### src/rtl/coo_pkg.sv
// Shared sizes, the COO entry record and the scheduler state encoding.
package coo_pkg;

  localparam int NNZ   = 32;
  localparam int DIM   = 8;
  localparam int IDXW  = 3;
  localparam int DW    = 8;
  localparam int CNTW  = 11;
  localparam int PTRW  = $clog2(NNZ);
  localparam int FILLW = $clog2(NNZ + 1);

  typedef struct packed {
    logic [IDXW-1:0] row;
    logic [IDXW-1:0] col;
    logic [DW-1:0]   data;
  } coo_entry_t;

  typedef enum logic [1:0] {
    IDLE,
    CLEAR,
    SCAN,
    DONE
  } state_t;

endpackage

### src/rtl/coo_entry_buf.sv
// Append-only COO entry store with a fill count and an asynchronous read port.
module coo_entry_buf
  import coo_pkg::*;
(
  input  logic             clk,
  input  logic             rst,
  input  logic             wr_en,
  input  logic             clr,
  input  coo_entry_t       wr_entry,
  input  logic [PTRW-1:0]  rd_idx,
  output coo_entry_t       rd_entry,
  output logic [FILLW-1:0] count,
  output logic             full
);

  coo_entry_t mem [NNZ];

  assign full     = (count == FILLW'(NNZ));
  assign rd_entry = mem[rd_idx];

  // Fill count: cleared once a run has consumed the buffer, bumped on each accepted write.
  always_ff @(posedge clk or posedge rst) begin
    if (rst) begin
      count <= '0;
    end else if (clr) begin
      count <= '0;
    end else if (wr_en && !full) begin
      count <= count + FILLW'(1);
    end
  end

  // Entry storage: new entries land at the current fill position; contents need no reset.
  always_ff @(posedge clk) begin
    if (wr_en && !full) begin
      mem[count[PTRW-1:0]] <= wr_entry;
    end
  end

endmodule

### src/rtl/coo_matmul_scheduler.sv
// Buffers COO entries of A and B, then issues every matching (A, B) pair to the MAC PE.
module coo_matmul_scheduler
  import coo_pkg::*;
(
  input  logic            clk,
  input  logic            rst,
  input  logic            ld_valid,
  output logic            ld_ready,
  input  logic            ld_sel,
  input  logic [IDXW-1:0] ld_row,
  input  logic [IDXW-1:0] ld_col,
  input  logic [DW-1:0]   ld_data,
  input  logic            start,
  output logic            busy,
  output logic            done,
  output logic            acc_clr,
  output logic            pe_valid,
  input  logic            pe_ready,
  output logic [DW-1:0]   pe_a,
  output logic [DW-1:0]   pe_b,
  output logic [IDXW-1:0] pe_row,
  output logic [IDXW-1:0] pe_col,
  output logic [CNTW-1:0] pair_cnt
);

  state_t           state, state_nxt;
  logic [PTRW-1:0]  i_idx, j_idx;
  logic [FILLW-1:0] a_cnt, b_cnt;
  coo_entry_t       ld_entry, a_entry, b_entry;
  logic             a_full, b_full, a_wr, b_wr, buf_clr;
  logic             match, last_j, last_pair, advance;

  assign ld_entry = '{row: ld_row, col: ld_col, data: ld_data};
  assign ld_ready = (state == IDLE) && !(ld_sel ? b_full : a_full);
  assign a_wr     = ld_valid && ld_ready && !ld_sel;
  assign b_wr     = ld_valid && ld_ready && ld_sel;
  assign buf_clr  = (state == DONE);

  coo_entry_buf u_a_buf (
    .clk      (clk),
    .rst      (rst),
    .wr_en    (a_wr),
    .clr      (buf_clr),
    .wr_entry (ld_entry),
    .rd_idx   (i_idx),
    .rd_entry (a_entry),
    .count    (a_cnt),
    .full     (a_full)
  );

  coo_entry_buf u_b_buf (
    .clk      (clk),
    .rst      (rst),
    .wr_en    (b_wr),
    .clr      (buf_clr),
    .wr_entry (ld_entry),
    .rd_idx   (j_idx),
    .rd_entry (b_entry),
    .count    (b_cnt),
    .full     (b_full)
  );

  assign match     = (a_entry.col == b_entry.row);
  assign last_j    = (FILLW'(j_idx) == b_cnt - FILLW'(1));
  assign last_pair = last_j && (FILLW'(i_idx) == a_cnt - FILLW'(1));

  assign pe_a   = a_entry.data;
  assign pe_b   = b_entry.data;
  assign pe_row = a_entry.row;
  assign pe_col = b_entry.col;

  // State register.
  always_ff @(posedge clk or posedge rst) begin
    if (rst) begin
      state <= IDLE;
    end else begin
      state <= state_nxt;
    end
  end

  // Next state and control outputs; a stalled request holds because i/j only move on advance.
  always_comb begin
    state_nxt = state;
    busy      = 1'b0;
    done      = 1'b0;
    acc_clr   = 1'b0;
    pe_valid  = 1'b0;
    advance   = 1'b0;
    case (state)
      IDLE: begin
        if (start) begin
          state_nxt = CLEAR;
        end
      end
      CLEAR: begin
        busy      = 1'b1;
        acc_clr   = 1'b1;
        state_nxt = ((a_cnt == '0) || (b_cnt == '0)) ? DONE : SCAN;
      end
      SCAN: begin
        busy     = 1'b1;
        pe_valid = match;
        advance  = !match || pe_ready;
        if (advance && last_pair) begin
          state_nxt = DONE;
        end
      end
      DONE: begin
        busy      = 1'b1;
        done      = 1'b1;
        state_nxt = IDLE;
      end
      default: state_nxt = IDLE;
    endcase
  end

  // Pair walker (A-major, B-minor) and issued-product counter, both restarted when a run begins.
  always_ff @(posedge clk or posedge rst) begin
    if (rst) begin
      i_idx    <= '0;
      j_idx    <= '0;
      pair_cnt <= '0;
    end else if ((state == IDLE) && start) begin
      i_idx    <= '0;
      j_idx    <= '0;
      pair_cnt <= '0;
    end else if (advance) begin
      if (pe_valid) begin
        pair_cnt <= pair_cnt + CNTW'(1);
      end
      if (last_j) begin
        j_idx <= '0;
        i_idx <= i_idx + PTRW'(1);
      end else begin
        j_idx <= j_idx + PTRW'(1);
      end
    end
  end

endmodule

### config.mk
export PLATFORM = sky130hd
export DESIGN_NAME = coo_matmul_scheduler
export DESIGN_NICKNAME = d
export VERILOG_FILES = /design/src/rtl/coo_pkg.sv /design/src/rtl/coo_entry_buf.sv /design/src/rtl/coo_matmul_scheduler.sv
export SDC_FILE = /design/constraint.sdc
export NUM_CORES = 1
export LEC_CHECK = 0
export ABC_AREA = 1
export BUFFER_PORTS_ARGS = -buffer_cell sky130_fd_sc_hd__buf_2
export CORE_MARGIN = 2
export CORE_UTILIZATION = 40
export CTS_CLUSTER_SIZE = 40
export DETAILED_ROUTE_END_ITERATION = 6
export PLACE_DENSITY_LB_ADDON = 0.05
export SYNTH_ARGS = -nofsm -noshare
export SYNTH_HDL_FRONTEND = slang
export SYNTH_SLANG_ARGS = --single-unit
### constraint.sdc
create_clock -name clk -period 3.8 [get_ports clk]
set_clock_uncertainty 0.2 [all_clocks]
set_input_delay 0 -clock clk [delete_from_list [all_inputs] [get_ports clk]]
set_output_delay 0 -clock clk [all_outputs]
set_load 0.005 [all_outputs]
==> flow_summary.toml, run 1 <==
[setup_path]
end_kind = "primary output"
crit_chain = "clkinv_2 > buf_12 > buf_4 > o21ai_0 > o22ai_1 > o21ai_0 > o22ai_1 > nand2_1 > o31ai_1 > buf_2"
worst_setup_path_start_kind = "flop"
crit_path_max_incr_delay_ns = 0.54
arrival_ns = 3.38
criticalPathCategory = "reg -> out"
r2r_cells = 17
timing.rr.start = "i_idx[0]$_DFFE_PP0P_"
cp_data_required_time_ns = 3.60
ff2ff_setup_slack_ns = 0.25
crit_fanout = 38
worstReg2RegEnd = "state[0]$_DFFE_PP0P_"
cp_slowest_cell = "dfrtp_4"

[drt]
antenna_left = 0
drt_iter0_markers = 2329
via_count = 24600
wire_per_inst_um = 24.5
wirelength_um = 111000
firstDrtPassIters = 5
drc_errors = 0
drt-vias-per-instance = 5.43

[sta]
setup_violations = 0
timing.hold.ws_ns = 0.123
min_period_over_period = 0.943
worstMarginPinSlew_ns = 1.14
max_clock_freq_mhz = 279
rsz0062_at_grt = "no"
slew_viol_final = 0
final.setup.tns_ns = 0
period_needed_ns = 3.58
finalWorstSetupSlack_ns = 0.217
max-slew-margin-rel = 0.243
final-hold-violation-count = 0

[clock_network]
worstSkewPairLatency_ns = 0.66
numCtsBuffers = 102
h-tree-depth = 3
clock-sinks = 931
clk_path_buf_depth = 3
cts_setup_buffers = 0
cts.clk_slew.worst_paths_ns = 0.06
cts_tree = "built"
cts_root_buffer = "clkbuf_16"

[floorplanning]
io_pins = 58
start_util = 0.404
dieArea_mm2 = 0.0969
die_w_um = 311
die_y_um = 311
core_mm2 = 0.0935
rows = 112

[worst_hold_path]
hold_path_depth = 5
hp-start = "start"
hold_path_class = "in -> reg"
min_to = "state[1]$_DFFE_PP0P_"

[yosys]
muxShareOfSynthArea = 0
async_flop_share = 0.0376
postSynthAreaPerCell_um2 = 12.3
synthSimpleGateAreaFrac = 0.123
ys_types = 40
ys_seq_elements = 931
synthTopCellsByCount = "edfxtp_1, nor2_1, nand2_1, o21ai_0, nand3_1"
synth.top_cell.area_share = 0.712
synthAdderAreaFrac = 0.00563
synth_edf_count = 896
seq_area_frac_synth = 0.735
netlist_top_cells_area = "edfxtp_1, o21ai_0, nor2_1"
synth_compound_area_frac = 0.0994
syn_nets = 3100
synth_cells = 3063
yosysMostFrequentCell = "edfxtp_1"
synthXorXnorAreaFrac = 0.00580
ys.flop_type = "edfxtp_1"
yosysTopAreaCell = "edfxtp_1"
yosysWarnings = 0
synth_top_family_by_area = "simple AND/OR/NAND/NOR gates"
netlist_area_mm2 = 0.0378

[flow_run]
maxCapViolations = 0

[global_routing]
grt.total_usage = 0.226
grt_start_max_net_pins = 135
grt_pass1_vias = 24200
grt_pass1_wl_um = 163000
grt-ovfl-total = 0
antenna_found_initial = 6

[status]
status = "finished, final reports clean"

[final_layout]
nets = 3239
drive_gt1_frac = 0.113
syn2layout_area_growth_pct = 15.2

[power_and_ir_drop]
p_per_area_mw_per_mm2 = 704
p_total_mw = 30.6
ir_worst_vdd_uv = 384
leakagePower_nw = 14.9

[placed_design]
place.gp.congestion = 0.806
hpwl_um = 65600
port_buffers = 57
dp_slack_ns = 0.344
## layout by cell type (no fill, tap or decap), types with 2 or more instances in the layout
master         count
edfxtp_1         896
nor2_1           496
nand2_1          412
o21ai_0          408
nand3_1          188
o22ai_1          162
buf_4            138
clkbuf_16        104
inv_1             70
buf_2             57
o221ai_1          31
dfrtp_1           29
a21oi_1           26
clkbuf_1          26
dlygate4sd3_1     22
o21ai_1           21
xor2_1            20
clkinv_1          20
clkinv_2          19
nand4_1           18
ha_1              17
o211ai_1          14
nand3b_1           8
bufinv_16          8
buf_12             8
inv_2              6
nor3_1             6
nor2_2             5
xnor2_1            5
o31ai_1            5
clkinvlp_4         4
dfrtp_4            4
nor3_2             3
clkbuf_8           3
inv_6              2
clkinv_4           2
dfrtp_2            2
buf_16             2
## layer usage
metal | vias up | global-route usage | routed length, µm
met4 | 4 | 0.0718 | 3360
met3 | 174 | 0.0331 | 6000
met2 | 693 | 0.377 | 54500
met1 | 12400 | 0.304 | 47200
li1 | 11400 | - | -
met5 | - | 0 | 28
## critical path: cells and delay by family, from the launching register on
family | cells | cell delay, ns
flops | 1 | 0.54
compound gates | 5 | 1.05
buf+inv | 4 | 1.04
simple gates | 1 | 0.09
## flip-flops by register name, indices dropped and copies added (netlist names)
name and count:
u_a_buf.mem 448, u_b_buf.mem 448, pair_cnt 11, u_a_buf.count 6, u_b_buf.count 6, i_idx 5
j_idx 5, state 2
## per-stage QoR
stage	area, µm²	util	std cells
2_1_floorplan	37800	-	3063
3_3_place_gp	40100	0.429	4329
3_5_place_dp	40100	0.429	4329
4_1_cts	43500	0.465	4534
5_1_grt	43500	0.465	4535
6_report	43500	0.465	4536
## how the worst max path moves through the flow
stage / from / to
floorplan: u_b_buf.count[0]$_DFFE_PP0P_ / u_b_buf.mem[23][0]$_DFFE_PP_
global placement: i_idx[0]$_DFFE_PP0P_ / i_idx[1]$_DFFE_PP0P_
detailed placement: i_idx[0]$_DFFE_PP0P_ / i_idx[4]$_DFFE_PP0P_
CTS: i_idx[0]$_DFFE_PP0P_ / pe_a[5]
global route: i_idx[0]$_DFFE_PP0P_ / state[0]$_DFFE_PP0P_
finish: j_idx[1]$_DFFE_PP0P_ / pe_col[0]
## what timing repair did
item,in CTS,in global routing
hold endpoints to repair,589,0
hold buffers,22,0
setup endpoints to repair,0,81
gates resized for setup,0,7
## logic make-up after synthesis
group / Yosys count
xor gates and xnor gates: 25
and+or+nand+nor: 1143
adders and majority gates: 17
buffers and inverters: 274
DFF: 931
AOI/OAI and AO/OA: 673
## report_power, final
group	switching [mW]	total (mW)	internal, mW	leakage (nW)
registers	0.162	11.6	11.4	8.52
logic	6.77	9.58	2.81	4.84
clock network	3.94	9.48	5.55	1.54
## final cells by class
type / instances / area (µm²)
antenna: 1 / 2.50
fill: 8496 / 50000
multi-input combinational: 1858 / 8860
inverter: 81 / 328
timing repair buffer: 228 / 1780
sequential: 931 / 27800
clock inverter: 51 / 453
clock buffer: 132 / 2720
tap: 1254 / 1570
Power figures use the tool's default switching activity.
==> run 2, diff against run 1 <==
CORE_UTILIZATION = 30   (was 40)
REMOVE_ABC_BUFFERS = 1   (was unset)
==> flow_summary.toml, run 2 (synthesis gave the netlist of run 1 again) <==
[placed_design]
port_buffers = 57
place.gp.congestion = 0.798
dp_cells = 4724
hpwl_um = 72600
dp_slack_ns = 0.435

[power_and_ir_drop]
ir_worst_vdd_uv = 614
p_seq_frac = 0.372
pwr-share-comb = 0.313
power_switching_mw = 11.3
leakagePower_nw = 15.0
clkPwrFrac = 0.315
p_total_mw = 31.1
p_per_area_mw_per_mm2 = 704
switching_share = 0.365
p_int_mw = 19.8

[drt]
firstDrtPassIters = 5
drt-vias-per-instance = 5.00
wirelength_um = 122000
antenna_left = 0
via_count = 24700
drt_iter0_markers = 2208
wire_per_inst_um = 24.7
drc_errors = 0

[clock_network]
h-tree-depth = 3
cts_root_buffer = "clkbuf_16"
cts_tree = "built"
cts_setup_buffers = 0
clk_path_buf_depth = 3
numCtsBuffers = 106
cts.clk_slew.worst_paths_ns = 0.06
clock-sinks = 931
worstSkewPairLatency_ns = 0.73

[setup_path]
path_buf_inv = 5
cp_top_family = "compound AO/OA/AOI/OAI gates"
cp_data_required_time_ns = 3.60
crit_start = "i_idx[1]$_DFFE_PP0P_"
ff2ff_setup_slack_ns = 0.26
end_kind = "primary output"
setup.worst_path.end = "pe_a[4]"
arrival_ns = 3.35
crit_chain = "clkinv_2 > buf_4 > buf_4 > o21ai_0 > o22ai_1 > o211ai_1 > nand3_2 > o21ai_1 > inv_1 > buf_2"
crit_top_cell = "buf_4"
cp_slowest_cell = "o211ai_1"
timing.rr.start = "u_b_buf.count[0]$_DFFE_PP0P_"
crit_path_max_incr_delay_ns = 0.50
criticalPathCategory = "reg -> out"
worst_setup_path_start_kind = "flop"
crit_fanout = 18
worstReg2RegEnd = "u_b_buf.mem[11][0]$_DFFE_PP_"
r2r_cells = 12
cp.depth = 10

[final_layout]
nets = 3242
final_cell_mix = "edfxtp_1, nor2_1, nand2_1, o21ai_0, nand3_1"
layoutNonFillerInstCount = 4942
drive_gt1_frac = 0.119
final_common_cell = "edfxtp_1"
syn2layout_area_growth_pct = 17.0

[floorplanning]
start_util = 0.302
rows = 130
io_pins = 58
die_w_um = 359
die_y_um = 359
core_mm2 = 0.125
dieArea_mm2 = 0.129

[worst_hold_path]
hold_path_class = "in -> reg"

[global_routing]
grt_start_max_net_pins = 147
grt_pass1_vias = 25000
antenna_found_initial = 9
grt.total_usage = 0.187
grt-ovfl-total = 0
grt_pass1_wl_um = 177000

[sta]
max-slew-margin-rel = 0.229
slew_viol_final = 0
rsz0062_at_grt = "no"
max_clock_freq_mhz = 282
worstMarginPinSlew_ns = 1.16
finalWorstSetupSlack_ns = 0.248
setup_violations = 0
final-hold-violation-count = 0
min_period_over_period = 0.935
period_needed_ns = 3.55

[flow_run]
maxCapViolations = 0

[status]
status = "finished, final reports clean"
-- run 2: cell types whose count changed in the layout (fill, tap and decap cells not counted), moves of 4 or more --
| cell | before | now |
|---|---|---|
| buf_12 | 8 | 14 |
| buf_4 | 138 | 129 |
| buf_6 | 0 | 5 |
| clkbuf_1 | 26 | 21 |
| clkinv_1 | 20 | 24 |
| clkinv_2 | 19 | 25 |
| inv_6 | 2 | 6 |
| nor2_1 | 496 | 490 |
| nor2_2 | 5 | 10 |
-- run 2: worst min-delay path by stage --
stage	start	end	slack, ns	cells past startpoint
floorplan	ld_data[0]	u_a_buf.mem[0][0]$_DFFE_PP_	-0.10	0
global placement	rst	pair_cnt[10]$_DFFE_PP0P_	0.07	2
detailed placement	rst	pair_cnt[10]$_DFFE_PP0P_	0.06	2
CTS	start	state[1]$_DFFE_PP0P_	0.08	5
global route	start	state[1]$_DFFE_PP0P_	0.13	5
finish	start	state[1]$_DFFE_PP0P_	0.14	5
-- run 2: final cells by class --
class                      instances  area [µm²]
tap                             1650        2060
multi-input combinational       1858        8900
clock buffer                     131        2790
sequential                       931       27800
antenna                            1        2.50
fill                           12400       81100
timing repair buffer             227        1820
inverter                          81         317
clock inverter                    63         508
-- run 2: metal layers --
metal,global-route usage,part of all wire
met1,0.253,0.45
met2,0.313,0.48
met4,0.0515,0.025
met5,0,0.00025
met3,0.0276,0.039
-- run 2: through the flow --
stage | instance area (µm²) | TNS [ns] | utilization | hold slack [ns]
after floorplan | 36900 | -171.93 | - | -0.101
after global placement | 40600 | 0 | 0.324 | 0.0690
after detailed placement | 40600 | 0 | 0.324 | 0.0595
after CTS | 44100 | 0 | 0.353 | 0.0761
after global routing | 44200 | 0 | 0.353 | 0.126
final | 44200 | 0 | 0.353 | 0.136
-- run 2: power groups by stage --
stage,logic [mW],clock network [mW],registers (mW)
floorplan,4.82,0,12.3
global placement,9.98,0,11.8
detailed placement,9.93,0,11.8
CTS,10.0,10.1,11.6
global route,10.8,10.5,11.6
finish,9.75,9.78,11.6
-- run 2: repair_timing --
action / 4_1_cts / 5_1_grt
resized for setup: 3 / 10
hold buffers: 23 / 0
pin swaps: 1 / 0
hold endpoints to repair: 799 / 0
setup endpoints to repair: 3 / 82
-- run 2: tightest hold or removal path: stages --
cell           delay, ns
dlygate4sd3_1       0.61
buf_2               0.15
or2_2               0.12
nand3_1             0.08
nand2_1             0.07
